`src/rtl/share_feeder_pkg.sv`:
```
// Shared definitions for masked-gadget share controllers: FSM states, the
// mask LFSR polynomial/reset value and the default AND-stage timeout.
package share_feeder_pkg;

   typedef enum logic [1:0] {
      IDLE = 2'd0,
      LOAD = 2'd1,
      RUN  = 2'd2,
      DONE = 2'd3
   } sf_state_e;

   localparam int unsigned SF_LFSR_W       = 16;
   // x^16+x^14+x^13+x^11+1 in right-shifting Fibonacci form taps bits 0,2,3,5
   localparam logic [15:0] SF_LFSR_TAPS    = 16'h002D;
   localparam logic [15:0] SF_LFSR_RST     = 16'hACE1;
   localparam int unsigned SF_TIMEOUT_DFLT = 8;

   function automatic logic [15:0] lfsr_next(input logic [15:0] q);
      return {^(q & SF_LFSR_TAPS), q[15:1]};
   endfunction

endpackage

```
`src/rtl/share_feeder_if.sv`:
```
// Operand, share and result signals between upstream, share_feeder and the
// masked AND stage; master is the feeder, slave is its environment.
interface share_feeder_if;

   logic        seed_load;
   logic [15:0] seed;
   logic        in_valid;
   logic        in_ready;
   logic        a_in;
   logic        b_in;
   logic [1:0]  ina;
   logic [1:0]  inb;
   logic        rin;
   logic        and_enable;
   logic        and_done;
   logic [1:0]  and_out;
   logic        res;
   logic        res_valid;
   logic        err_timeout;

   modport master (
      input  seed_load, seed, in_valid, a_in, b_in, and_done, and_out,
      output in_ready, ina, inb, rin, and_enable, res, res_valid, err_timeout
   );

   modport slave (
      output seed_load, seed, in_valid, a_in, b_in, and_done, and_out,
      input  in_ready, ina, inb, rin, and_enable, res, res_valid, err_timeout
   );

endinterface

```
`src/rtl/mask_lfsr.sv`:
```
// Free-running 16-bit Fibonacci LFSR supplying mask/refresh bits; a seed load
// overrides stepping, and an all-zero seed is replaced by 1 to avoid lock-up.
module mask_lfsr
   import share_feeder_pkg::*;
#(
   parameter int unsigned W   = SF_LFSR_W,
   parameter int unsigned Q_W = SF_LFSR_W
) (
   input  logic           clk,
   input  logic           rst_n,
   input  logic           load,
   input  logic [W-1:0]   seed,
   output logic [Q_W-1:0] q
);

   logic [W-1:0] r_lfsr;

   always_ff @(posedge clk or negedge rst_n) begin
      if (!rst_n) begin
         r_lfsr <= SF_LFSR_RST;
      end else if (load) begin
         r_lfsr <= (seed == '0) ? W'(1) : seed;
      end else begin
         r_lfsr <= lfsr_next(r_lfsr);
      end
   end

   assign q = r_lfsr[Q_W-1:0];

endmodule

```
`src/rtl/share_feeder.sv`:
```
// Splits two unmasked bits into Boolean shares, drives a masked AND stage,
// unmasks its output shares and flags a stage that never reports done.
module share_feeder
   import share_feeder_pkg::*;
#(
   parameter int unsigned LFSR_W  = SF_LFSR_W,
   parameter int unsigned TIMEOUT = SF_TIMEOUT_DFLT
) (
   input  logic clk,
   input  logic rst_n,
   share_feeder_if.master bus
);

   localparam int unsigned CNT_W = $clog2(TIMEOUT + 1);

   sf_state_e        r_state;
   logic             r_in_ready;
   logic             r_a;
   logic             r_b;
   logic [1:0]       r_ina;
   logic [1:0]       r_inb;
   logic             r_rin;
   logic             r_and_en;
   logic [1:0]       r_and_out;
   logic             r_res_valid;
   logic             r_err;
   logic [CNT_W-1:0] r_cnt;
   logic [2:0]       w_mask;
   logic             w_accept;

   mask_lfsr #(
      .W   (LFSR_W),
      .Q_W (3)
   ) u_lfsr (
      .clk   (clk),
      .rst_n (rst_n),
      .load  (bus.seed_load),
      .seed  (bus.seed),
      .q     (w_mask)
   );

   // in_ready is registered so it stays low through reset and rises one edge later
   assign w_accept = r_in_ready & bus.in_valid;

   always_ff @(posedge clk or negedge rst_n) begin
      if (!rst_n) begin
         r_state     <= IDLE;
         r_in_ready  <= 1'b0;
         r_a         <= 1'b0;
         r_b         <= 1'b0;
         r_ina       <= '0;
         r_inb       <= '0;
         r_rin       <= 1'b0;
         r_and_en    <= 1'b0;
         r_and_out   <= '0;
         r_res_valid <= 1'b0;
         r_err       <= 1'b0;
         r_cnt       <= '0;
      end else begin
         r_res_valid <= 1'b0;
         case (r_state)
            IDLE: begin
               if (w_accept) begin
                  r_a        <= bus.a_in;
                  r_b        <= bus.b_in;
                  r_in_ready <= 1'b0;
                  r_state    <= LOAD;
               end else begin
                  r_in_ready <= 1'b1;
               end
            end
            LOAD: begin
               // share index 0 carries the masked value, index 1 the mask itself
               r_ina    <= {w_mask[0], r_a ^ w_mask[0]};
               r_inb    <= {w_mask[1], r_b ^ w_mask[1]};
               r_rin    <= w_mask[2];
               r_and_en <= 1'b1;
               r_cnt    <= '0;
               r_state  <= RUN;
            end
            RUN: begin
               if (bus.and_done) begin
                  r_and_out   <= bus.and_out;
                  r_res_valid <= 1'b1;
                  r_and_en    <= 1'b0;
                  r_state     <= DONE;
               end else if (r_cnt == CNT_W'(TIMEOUT - 1)) begin
                  r_err      <= 1'b1;
                  r_and_en   <= 1'b0;
                  r_ina      <= '0;
                  r_inb      <= '0;
                  r_rin      <= 1'b0;
                  r_cnt      <= '0;
                  r_in_ready <= 1'b1;
                  r_state    <= IDLE;
               end else begin
                  r_cnt <= r_cnt + CNT_W'(1);
               end
            end
            DONE: begin
               r_ina      <= '0;
               r_inb      <= '0;
               r_rin      <= 1'b0;
               r_cnt      <= '0;
               r_in_ready <= 1'b1;
               r_state    <= IDLE;
            end
            default: begin
               r_in_ready <= 1'b0;
               r_state    <= IDLE;
            end
         endcase
      end
   end

   assign bus.in_ready    = r_in_ready;
   assign bus.ina         = r_ina;
   assign bus.inb         = r_inb;
   assign bus.rin         = r_rin;
   assign bus.and_enable  = r_and_en;
   assign bus.res         = ^r_and_out;
   assign bus.res_valid   = r_res_valid;
   assign bus.err_timeout = r_err;

endmodule

```
`src/flat_wrapper.sv`:
```
// flat-port wrapper written by rule: the top's interface ports become plain ports
module share_feeder_flat import share_feeder_pkg::*;
#(
   parameter int unsigned LFSR_W  = SF_LFSR_W,
   parameter int unsigned TIMEOUT = SF_TIMEOUT_DFLT
)
  (clk, rst_n, bus_seed_load, bus_seed, bus_in_valid, bus_a_in, bus_b_in, bus_and_done, bus_and_out, bus_in_ready, bus_ina, bus_inb, bus_rin, bus_and_enable, bus_res, bus_res_valid, bus_err_timeout);
  share_feeder_if bus_i ();
  input  logic clk;
  input  logic rst_n;
  input wire logic [$bits(bus_i.seed_load)-1:0] bus_seed_load;
  input wire logic [$bits(bus_i.seed)-1:0] bus_seed;
  input wire logic [$bits(bus_i.in_valid)-1:0] bus_in_valid;
  input wire logic [$bits(bus_i.a_in)-1:0] bus_a_in;
  input wire logic [$bits(bus_i.b_in)-1:0] bus_b_in;
  input wire logic [$bits(bus_i.and_done)-1:0] bus_and_done;
  input wire logic [$bits(bus_i.and_out)-1:0] bus_and_out;
  output wire logic [$bits(bus_i.in_ready)-1:0] bus_in_ready;
  output wire logic [$bits(bus_i.ina)-1:0] bus_ina;
  output wire logic [$bits(bus_i.inb)-1:0] bus_inb;
  output wire logic [$bits(bus_i.rin)-1:0] bus_rin;
  output wire logic [$bits(bus_i.and_enable)-1:0] bus_and_enable;
  output wire logic [$bits(bus_i.res)-1:0] bus_res;
  output wire logic [$bits(bus_i.res_valid)-1:0] bus_res_valid;
  output wire logic [$bits(bus_i.err_timeout)-1:0] bus_err_timeout;
  assign bus_i.seed_load = bus_seed_load;
  assign bus_i.seed = bus_seed;
  assign bus_i.in_valid = bus_in_valid;
  assign bus_i.a_in = bus_a_in;
  assign bus_i.b_in = bus_b_in;
  assign bus_i.and_done = bus_and_done;
  assign bus_i.and_out = bus_and_out;
  assign bus_in_ready = bus_i.in_ready;
  assign bus_ina = bus_i.ina;
  assign bus_inb = bus_i.inb;
  assign bus_rin = bus_i.rin;
  assign bus_and_enable = bus_i.and_enable;
  assign bus_res = bus_i.res;
  assign bus_res_valid = bus_i.res_valid;
  assign bus_err_timeout = bus_i.err_timeout;
  share_feeder #(.LFSR_W(LFSR_W), .TIMEOUT(TIMEOUT)) u_core (.clk(clk), .rst_n(rst_n), .bus(bus_i));
endmodule
```
`config.mk`:
```
export PLATFORM = sky130hd
export DESIGN_NAME = share_feeder_flat
export DESIGN_NICKNAME = d
export VERILOG_FILES = /design/src/rtl/share_feeder_pkg.sv /design/src/rtl/share_feeder_if.sv /design/src/rtl/mask_lfsr.sv /design/src/rtl/share_feeder.sv /design/src/flat_wrapper.sv
export SDC_FILE = /design/constraint.sdc
export NUM_CORES = 1
export LEC_CHECK = 0
export CAP_MARGIN = 40
export CORE_UTILIZATION = 48
export DETAILED_ROUTE_END_ITERATION = 10
export PLACE_DENSITY = 0.76
export SYNTH_ARGS = -nofsm -noshare
export SYNTH_HDL_FRONTEND = slang
export SYNTH_SLANG_ARGS = --single-unit
```
`constraint.sdc`:
```
create_clock -name clk -period 2.3 [get_ports clk]
set_clock_uncertainty 0.05 [all_clocks]
set_input_delay 0.23 -clock clk [delete_from_list [all_inputs] [get_ports clk]]
set_output_delay 0.23 -clock clk [all_outputs]
set_load 0.03 [all_outputs]
```
# == Word-level counts from Yosys, hierarchy flattened ==
# Index checks and enable logic that the tools add are counted.
# word_totals
elab_cells,66
register_bits,35
memories,0
input_bits,25
latchBits,0
rom_bits,0
mem_bits_rw,0
# op_classes
eq_ne,8
multipliers,0
addsub,1
n_shift,0
bitwise_logic,4
n_mux,23
n_lt_le_gt_ge,0
reduce_logical,17
div,0
# op_table
op,count
2-to-1 mux 16 bit,2
zero test 16 bit,1
XOR reduction 16 bit,1
case mux 2 bit (3 select lines),2
AND reduction 2 bit,5
AND reduction 3 bit,3
2-to-1 mux 1 bit,8
2-to-1 mux 2 bit,4
2-to-1 mux 4 bit,2
case mux 2 bit (4 select lines),1
case mux 4 bit (2 select lines),1
case mux 1 bit (3 select lines),2
nonzero test 3 bit,2
adder 4 x 1 -> 4 bit (second input constant),1
== test 2 bit (second input constant),2
== test 4 x 3 -> 1 bit (second input constant),1
inequality test 2 x 1 -> 1 bit (second input constant),2
nonzero test 2 bit,2
inequality test 3 x 2 -> 1 bit (second input constant),1
== test 2 x 1 -> 1 bit (second input constant),1
zero test 2 bit,1
inequality test 2 bit (second input constant),1
case mux 1 bit (2 select lines),1
OR reduction 2 bit,1
4 further kinds,5

# == Longest topological paths before layout ==
# logic_depth
depth_word,4
depth_mapped,6
ltp_nobuf,5

# == Hierarchy ==
# Synthesis repeated with hierarchy kept, for this count alone.
# unflattened
cells_unflattened,117
area_unflattened_um2,1574.0
# modules_own_cells
module,area_per_inst_um2,cells_each,instances,seq_area_each_um2
share_feeder,833.3,69,1,475.5
mask_lfsr,740.7,48,1,410.4

# == Least setup slack after synthesis ==
# No wires, ideal clock.
# synth_timing
path_type,reg-to-reg
startpoint,register u_core.r_state[1]
endpoint,register u_core.r_ina[1] (netlist: u_core.bus.ina[1])
t_arrival_ns,1.474
path_slack_ns,0.651
period_less_slack_ns,1.649
setup_ns,0.125
path_stages_with_launch,6
required_ns,2.125
cell_sequence,dfrtp_1 > inv_1 > ha_1 > nor2_1 > o22a_4 > mux2_4
# synth_via
elab_chain_cells,3
word_cells_on_any_way,8
cone_classes,eq/ne: 5; mux: 1; reduce/logical: 2
# synth_rtl
item,line_no,rtl
start: declaration,share_feeder.sv:16,sf_state_e r_state;
start signal: assignment,share_feeder.sv:47,r_state <= IDLE;
start signal: assignment,share_feeder.sv:67,r_state <= LOAD;
start signal: assignment,share_feeder.sv:79,r_state <= RUN;
== test 2 bit / == test 2 x 1 -> 1 bit (equally long branches),share_feeder.sv:61,case (r_state)
"inequality test 2 x 1 -> 1 bit (no line), or another cell as far along",--,
AND reduction 3 bit (no line),--,
end signal: assignment,share_feeder.sv:74,"r_ina <= {w_mask[0], r_a ^ w_mask[0]};"
end: declaration,share_feeder.sv:20,logic [1:0] r_ina;
# Parallel ways exist; a longest one is shown, timed or not.
# A chain may end at the register's enable or synchronous reset.

# == Final worst setup path ==
# layout_timing
startpoint,register u_core.r_state[0]
endpoint,register u_core.r_ina[1] (netlist: u_core.bus.ina[1])
# The elaborated chain is that of the path after synthesis.

==> results.md <==
- First-pass GRT wire length: 5320 um
- Clk sinks: 35
- Max-slew violation count: 0
- Finished Layout Cells: 216
- Most common library cells after synthesis: 27 x dfrtp_1, 18 x mux2_2, 8 x dfstp_2
- Post-Syn Area: 0.00165 mm2
- Startpoint types: register
- Largest net degree at the start of global routing: 36
- Lkg Pwr: 0.926 nW
- Internal Power: 1.54 mW
- R2r setup slk: 0.42 ns
- HP Class: in -> async
- Critical R2R Capture: u_core.bus.ina[1]
- WL per Instance: 14.8 um
- Final ANT Viol Nets: 0
- Ys Warns: 0
- Crit-path max FO: 13
- Maximum VDD drop: 0.541 mV
- Synth top area share: 0.410
- Tot GR Track Use: 0.204
- Worst hold slack: 0.235 ns
- Net Sw Frac: 0.367
- Register share of total power: 0.380
- Postcts setup bufs: 0
- Io pins: 35
- Reg-to-Reg Start: u_core.r_state[0]
- Clk root buf: clkbuf_4
- Sequential cell area fraction in the yosys report: 0.537
- RSZ-0062 raised after global routing: false
- Syn Area/Cell: 12.5 um2
- Netlist cell types: 37
- Area leader, netlist: dfrtp_1
- Clock slew seen by the registers of the worst setup and hold paths: 0.11 ns
- CTS Buf Count: 5
- TritonCTS clock tree: built
- Area contributors post-synth: dfrtp_1 41%, dfstp_2 13%, mux2_2 12%
- Post-DR vias/cell: 5.47
- Final hold violation count: 0
- Number of synthesized flops with an enable pin: 0
- Synth Flop Type: dfrtp_1
- H-tree levels: 2
- Port buffer count: 34
- Fill cells: 267
- Initial core utilization: 0.523
- Setup violations, final: 0
- Core box area: 0.00315 mm2
- Period utilization: 0.819
- Sw power: 0.892 mW
- Clock power share: 0.182
- Area occupied by registers: 886 um2
- Initial antenna violation count: 0
- Worst path arrival time: 2.07 ns
- Row cnt: 20
- Cells after synthesis: 132
- Overflow after GRT: 0
- Vias: 1181
- Synth Register Bits: 35
- Die Ht: 60.6 um
- Pre-antenna DRT Iters: 4
- Die width: 60.6 um
- Worst Max-Slew Pin Slew: 0.673 ns
- Footprint of the multi-input gates: 722 um2
- Comb power frac: 0.438
- Syn-to-layout area delta: 28.7%
- Vias in the first global route: 1190
- Minimum clock period: 1.88 ns
- Setup CP Type: reg -> reg
- Setup_tns: 0 ns
- Nets: 201
- Layout cells sized above 1: 0.244
- Initial drt markers: 55
- Hpwl dp: 2470 um
- CTS max path bufs: 2
- Finished Core Util: 0.673
- Syn nets: 162
- Synth async-reset ratio: 1.00
- Critical Path RT: 2.48 ns
- CTS Hold Buffers Added: 0
- R2R depth: 5
- Slew margin rel.: 0.550
- Placer Congestion: 0.841
- Fmax: 0.531 GHz
- Later-pin clock latency in the skew report: 0.34 ns
- Most frequent cell after synthesis: dfrtp_1
- Pwr per Cell Area: 1140 mW/mm2
- Placed insts: 208
- Max_cap viols: 0
- Die area: 0.00367 mm2
- Routed WL: 3200 um
- Critical Path Sink Type: register
- Drt drc: 0
- Post-cts sizing count: 0
- N_diodes: 0
- Status: finished clean
## cell type report
cell class	count	area share
Sequential cell	35	0.417
Multi-Input combinational cell	87	0.340
Timing Repair Buffer	36	0.167
Tap cell	44	0.0259
Clock inverter	3	0.0206
Clock buffer	5	0.0177
Inverter	6	0.0106
## kinds of logic (layout without fill, tap and decap cells)
group	Yosys count	in the layout	share of synthesized area
buffers and inverters	10	50	0.0250
adder cells (fa/ha/maj)	5	5	0.0379
XOR/XNOR	6	6	0.0319
multiplexers	22	22	0.156
flip-flops	35	35	0.537
AO/OA/AOI/OAI	22	22	0.0994
AND/OR/NAND/NOR	32	32	0.112
## worst max-delay path, cell delays in order (launching register included)
cell      delay, ns
dfrtp_1        0.42
inv_1          0.13
ha_1           0.44
nand2b_1       0.15
o22a_4         0.28
mux2_4         0.30
## power groups by stage
stage	registers, mW	clock network, mW	logic, mW
final	0.924	0.441	1.06
after global routing	0.945	0.467	1.15
after CTS	0.925	0.450	1.07
after detailed placement	0.934	0	1.07
after global placement	0.921	0	1.03
after floorplan	1.01	0	0.634
## how the worst max path moves through the flow
stage | from | to | slack [ns] | cells past startpoint
2_1_floorplan | u_core.r_state[1] | u_core.bus.ina[1] | 0.65 | 5
3_3_place_gp | u_core.r_state[1] | u_core.bus.inb[1] | 0.52 | 5
3_5_place_dp | u_core.r_state[0] | u_core.bus.ina[1] | 0.46 | 5
4_1_cts | u_core.r_and_out[1] | bus_res | 0.42 | 2
5_1_grt | u_core.r_state[0] | u_core.r_cnt[0] | 0.27 | 5
6_report | u_core.r_state[0] | u_core.bus.ina[1] | 0.42 | 5
## per-layer routing
layer  global-route usage  vias up  share of wire
met5                    0        -              0
met2                0.363       46           0.53
li1                     -      554              -
met1                0.237      577           0.41
met3               0.0512        4          0.051
met4               0.0779        0          0.012
## cells in the final DEF (no fill, tap or decap), types with 2 or more instances in the layout
cell type and instances:
nor4_1 4, nor3_1 2, a21oi_1 6, xor2_1 3, inv_1 6, buf_4 2, clkbuf_4 5, xnor2_1 3
nand3_1 2, o22ai_1 2, o21ai_0 2, mux2_2 18, dfrtp_1 27, mux2_4 3, clkdlybuf4s50_1 34, nor2_1 5
o2bb2ai_1 2, nand2_1 5, dfstp_2 8, nand4_1 3, nor2b_1 6, ha_1 5
## per-stage QoR
stage	power (mW)	area [um2]	worst slack, ns
2_1_floorplan	1.65	1650	0.651
5_1_grt	2.57	2120	0.270
6_report	2.43	2120	0.416
3_5_place_dp	2.00	2040	0.460
4_1_cts	2.44	2120	0.416
3_3_place_gp	1.95	2040	0.521
## registers in the layout, summed over array words and instances, names as in the netlist
name,count
u_core.u_lfsr.r_lfsr,16
u_core.r_cnt,4
u_core.bus.ina,2
u_core.bus.inb,2
u_core.r_and_out,2
u_core.r_state,2
u_core.bus.and_enable,1
u_core.bus.err_timeout,1
u_core.bus.in_ready,1
u_core.bus.res_valid,1
u_core.bus.rin,1
u_core.r_a,1
u_core.r_b,1
Power figures use the tool's default switching activity.
